### config.mk
export PLATFORM = sky130hd
export DESIGN_NAME = key_pack
export DESIGN_NICKNAME = d
export VERILOG_FILES = /design/src/rtl/key_pack_pkg.sv /design/src/rtl/key_timer.sv /design/src/rtl/key_pack.sv
export SDC_FILE = /design/constraint.sdc
export NUM_CORES = 1
export LEC_CHECK = 0
export CAP_MARGIN = 20
export CORE_AREA = 5 5 60 62
export CTS_CLUSTER_SIZE = 12
export DETAILED_ROUTE_END_ITERATION = 12
export DIE_AREA = 0 0 65 67
export PLACE_DENSITY_LB_ADDON = 0.08
export SLEW_MARGIN = 15
export SYNTH_ARGS = -nofsm -noshare
export SYNTH_HDL_FRONTEND = slang
export SYNTH_SLANG_ARGS = --single-unit
export TNS_END_PERCENT = 30
### constraint.sdc
create_clock -name clk -period 4.2 [get_ports clk]
set_input_delay 1.05 -clock clk [delete_from_list [all_inputs] [get_ports clk]]
set_output_delay 1.05 -clock clk [all_outputs]
set_load 0.01 [all_outputs]
### src/rtl/key_pack_pkg.sv
// Shared types and widths for the keypad nibble-packing front end.
package key_pack_pkg;

    localparam int unsigned NIBBLE_W = 4;
    localparam int unsigned BYTE_W   = 8;

    typedef enum logic [1:0] {
        IDLE = 2'd0,
        HALF = 2'd1,
        DONE = 2'd2
    } state_t;

endpackage

### src/rtl/key_timer.sv
// Inactivity timer for a held high nibble; saturates at TIMEOUT_CYCLES-1 and flags expiry.
module key_timer #(
    parameter int unsigned TIMEOUT_CYCLES = 1000
) (
    input  logic clk,
    input  logic reset_n,
    input  logic run,
    input  logic clr,
    output logic expired
);

    localparam int unsigned CNT_W = $clog2(TIMEOUT_CYCLES);
    localparam logic [CNT_W-1:0] LAST = CNT_W'(TIMEOUT_CYCLES - 1);

    logic [CNT_W-1:0] count_q, count_d;

    assign expired = run && (count_q == LAST);

    always_comb begin
        count_d = count_q;
        if (clr) begin
            count_d = '0;
        end else if (run && !expired) begin
            count_d = count_q + 1'b1;
        end
    end

    always_ff @(posedge clk) begin
        if (!reset_n) begin
            count_q <= '0;
        end else begin
            count_q <= count_d;
        end
    end

endmodule

### src/rtl/key_pack.sv
// Packs hex key presses into bytes (high nibble first) for the PIN checker,
// with stale-nibble timeout, per-attempt byte limit and a clear-to-restart pulse.
module key_pack
    import key_pack_pkg::*;
#(
    parameter int unsigned TIMEOUT_CYCLES = 1000,
    parameter int unsigned MAX_BYTES      = 4
) (
    input  logic                clk,
    input  logic                reset_n,
    input  logic [NIBBLE_W-1:0] key_code,
    input  logic                key_valid,
    input  logic                key_clear,
    output logic [BYTE_W-1:0]   din,
    output logic                din_valid,
    output logic [2:0]          byte_count,
    output logic                timeout,
    output logic                restart
);

    localparam logic [2:0] MAX_CNT = 3'(MAX_BYTES);

    state_t              state_q, state_d;
    logic [NIBBLE_W-1:0] hi_q, hi_d;
    logic [BYTE_W-1:0]   din_q, din_d;
    logic                din_valid_q, din_valid_d;
    logic [2:0]          byte_count_q, byte_count_d;
    logic                timeout_q, timeout_d;
    logic                restart_q, restart_d;
    logic                expired;

    // Timer is held at zero outside HALF, so entering HALF always starts a fresh window.
    key_timer #(
        .TIMEOUT_CYCLES(TIMEOUT_CYCLES)
    ) u_timer (
        .clk    (clk),
        .reset_n(reset_n),
        .run    (state_q == HALF),
        .clr    (state_q != HALF),
        .expired(expired)
    );

    always_comb begin
        state_d      = state_q;
        hi_d         = hi_q;
        din_d        = din_q;
        din_valid_d  = 1'b0;
        byte_count_d = byte_count_q;
        timeout_d    = 1'b0;
        restart_d    = 1'b0;

        if (key_clear) begin
            state_d      = IDLE;
            byte_count_d = '0;
            restart_d    = 1'b1;
        end else begin
            case (state_q)
                IDLE: begin
                    if (key_valid) begin
                        hi_d    = key_code;
                        state_d = HALF;
                    end
                end
                HALF: begin
                    if (key_valid) begin
                        din_d        = {hi_q, key_code};
                        din_valid_d  = 1'b1;
                        byte_count_d = byte_count_q + 3'd1;
                        state_d      = (byte_count_d == MAX_CNT) ? DONE : IDLE;
                    end else if (expired) begin
                        timeout_d = 1'b1;
                        state_d   = IDLE;
                    end
                end
                DONE: begin
                    state_d = DONE;
                end
                default: begin
                    state_d = IDLE;
                end
            endcase
        end
    end

    always_ff @(posedge clk) begin
        if (!reset_n) begin
            state_q      <= IDLE;
            hi_q         <= '0;
            din_q        <= '0;
            din_valid_q  <= 1'b0;
            byte_count_q <= '0;
            timeout_q    <= 1'b0;
            restart_q    <= 1'b0;
        end else begin
            state_q      <= state_d;
            hi_q         <= hi_d;
            din_q        <= din_d;
            din_valid_q  <= din_valid_d;
            byte_count_q <= byte_count_d;
            timeout_q    <= timeout_d;
            restart_q    <= restart_d;
        end
    end

    assign din        = din_q;
    assign din_valid  = din_valid_q;
    assign byte_count = byte_count_q;
    assign timeout    = timeout_q;
    assign restart    = restart_q;

endmodule

==> impl_metrics.toml <==
[detailed_routing]
dr.pass1.iters = 4
drc_errors = 0
routedWlPerCell_um = 13.30
vias = 1025
ant_nets = 0
viasPerCell = 5.366
drt-total-wl_um = 2540
drt_iter0_drc = 63

[yosys]
synth_common_cells = "dfxtp_1, nand2_1, o21ai_0"
synthMostInstantiatedCell = "dfxtp_1"
yosysTopAreaCell = "dfxtp_1"
ys_warn_count = 0
yosys-top-cells-area = "dfxtp_1, mux2i_1, a21boi_0"
synth_seq_cells = 30
synth_cell_types = 36
syn_area_um2 = 1287
syn_inst = 135
synthArstFlopShare = 0
syn_nets = 146
avgSynthCellArea_um2 = 9.537
synth_top_area_share = 0.4665
synth_ff_type = "dfxtp_1"
synth-edff-count = 0
yosysSeqAreaShare = 0.4665

[worst_setup_path]
worst-path-buf-inv = 1
max_stage_delay_ps = 750
worstSetupPathType = "primary input to flop"
cp_max_fo = 16
crit_family = "simple AND/OR/NAND/NOR gates"
path_cells = "clkdlybuf4s50_1, nand2b_1, or4b_1, o41ai_1"
r2r.worst_path.cells = 3
crit_end = "state_q[0]"
critPathLaunchType = "primary input"
rrSetupSlack_ps = 2660
r2r_start = "state_q[0]"
endpoint_kind = "flop"
crit_slowest_cell = "clkdlybuf4s50_1"
r2r_end = "state_q[1]"
crit_cells = 4
crit_arrival_ps = 2710
cp.required_ps = 4420
crit_start = "reset_n"

[sta]
setup_violations = 0
fmax_mhz = 401.6
relSlewSlack = 0.6744
worst_slew_pin_slew_ps = 486.9
rsz0062_at_grt = "no"
fin_setup_tns_ps = 0
timing.hold.ws_ps = 474.8
slew_violations = 0
period_share = 0.5929
hold_viol_final = 0
fin_skew_ps = 9.595
period_needed_ps = 2490

[clock_tree]
root_buffer = "clkbuf_4"
tritoncts = "built"
cts_buffers = 5
cts_setup_buffers = 0
cts.repair.resized = 0
ctsHoldBuffers = 0
clock_path_buffers = 2
path_clk_slew_ps = 80
htree_levels = 2
numClockSinks = 30
clock_latency_ps = 320

[floorplanning]
die_y_um = 67
core_um2 = 2978
rows = 20
start_util = 0.4324
dieArea_um2 = 4355
ios = 22
dieWidth_um = 65

[power_and_ir_drop]
power.density_nw_per_um2 = 303.3
irDropWorstVdd_uv = 195.8
p_leak_uw = 0.0005133
finalPower_uw = 474.8

[final_layout]
diodes = 0
n_fill_cell = 275
final_layout_size_suffix_gt1_frac = 0.06329
final_area_um2 = 1565
fin_util = 0.5256
final_nets = 169
syn_to_final_growth_pct = 21.57

[job]
drv_cap = 0

[hold_path]
holdCritPathClass = "flop to flop"

[grt]
antenna_found_initial = 0
grt_pass1_vias = 1048
grt_pass1_wl_um = 4643
globalRouteOverflowTotal = 0
grtUsageTotal = 0.1373
grt_max_degree = 17

[placed_design]
hpwl_um = 1799
place_area_um2 = 1520
portBuffers = 21
gp_congestion = 0.7182

[status]
status = "completed"
[placed cells by master, fill, tap and decap left out, types with 2 or more instances in the layout]
cell / count
a21boi_0: 8
a21oi_1: 5
clkbuf_1: 2
clkbuf_4: 5
clkdlybuf4s50_1: 21
dfxtp_1: 30
ha_1: 3
inv_1: 2
mux2i_1: 6
nand2_1: 15
nand3_1: 4
nand3b_1: 2
nor2_1: 9
nor2b_1: 4
o21ai_0: 11
o31ai_1: 3
or3_1: 3
or4_1: 3
xor2_1: 3
[registers in the layout, indices dropped and copies added, names as in the netlist]
name             count
byte_count           3
hi_q                 4
din                  8
timeout              1
u_timer.count_q     10
restart              1
state_q              2
din_valid            1
[layout make-up]
type / instances / area, um^2 / area share
clock buffer: 7 / 45.04 / 0.02878
inverter: 2 / 7.507 / 0.004796
multi-input combinational: 97 / 653.1 / 0.4173
sequential: 30 / 600.6 / 0.3837
tap: 33 / 41.29 / 0.02638
timing repair buffer: 22 / 217.7 / 0.1391
[tightest hold or removal path, cell delays in order, from the launching register on]
cell and delay [ps]:
dfxtp_1 320, nand2_1 50, a21boi_0 70
[kinds of logic after synthesis]
group | Yosys count | synth area share
compound gates | 31 | 0.1535
xor+xnor | 4 | 0.02722
fa+ha+maj | 3 | 0.02916
buf+inv | 8 | 0.02624
flops | 30 | 0.4665
mux | 6 | 0.04665
simple gates | 53 | 0.2507
[through the flow]
| step | instances | worst slack [ps] |
|---|---|---|
| after floorplan | 135 | 2211 |
| after global placement | 184 | 1430 |
| after detailed placement | 184 | 1373 |
| after CTS | 191 | 1716 |
| after global routing | 191 | 1561 |
| final | 191 | 1710 |
[metal layers]
layer	share of wire	track usage
met1	0.47	0.1668
met2	0.48	0.2197
met3	0.036	0.05396
met4	0.012	0.04749
met5	0	0
[where the power goes]
group	leakage, uW	internal (uW)	switching [uW]	total (uW)
Clock	0.0000254	63.0	89.9	153
Sequential	0.000243	288	3.31	292
Combinational	0.000245	16.1	14.1	30.2
Total	0.000513	367	107	475
[worst min-delay path by stage]
stage            start  endpoint  slack (ps)  cells past startpoint
2_1_floorplan  hi_q[3]    din[7]         440                      2
3_3_place_gp   hi_q[2]    din[6]         460                      2
3_5_place_dp   hi_q[0]    din[4]         470                      2
4_1_cts        hi_q[2]    din[6]         480                      2
5_1_grt        hi_q[2]    din[6]         510                      2
6_report       hi_q[2]    din[6]         470                      2
(Power assumes the default switching activity.)
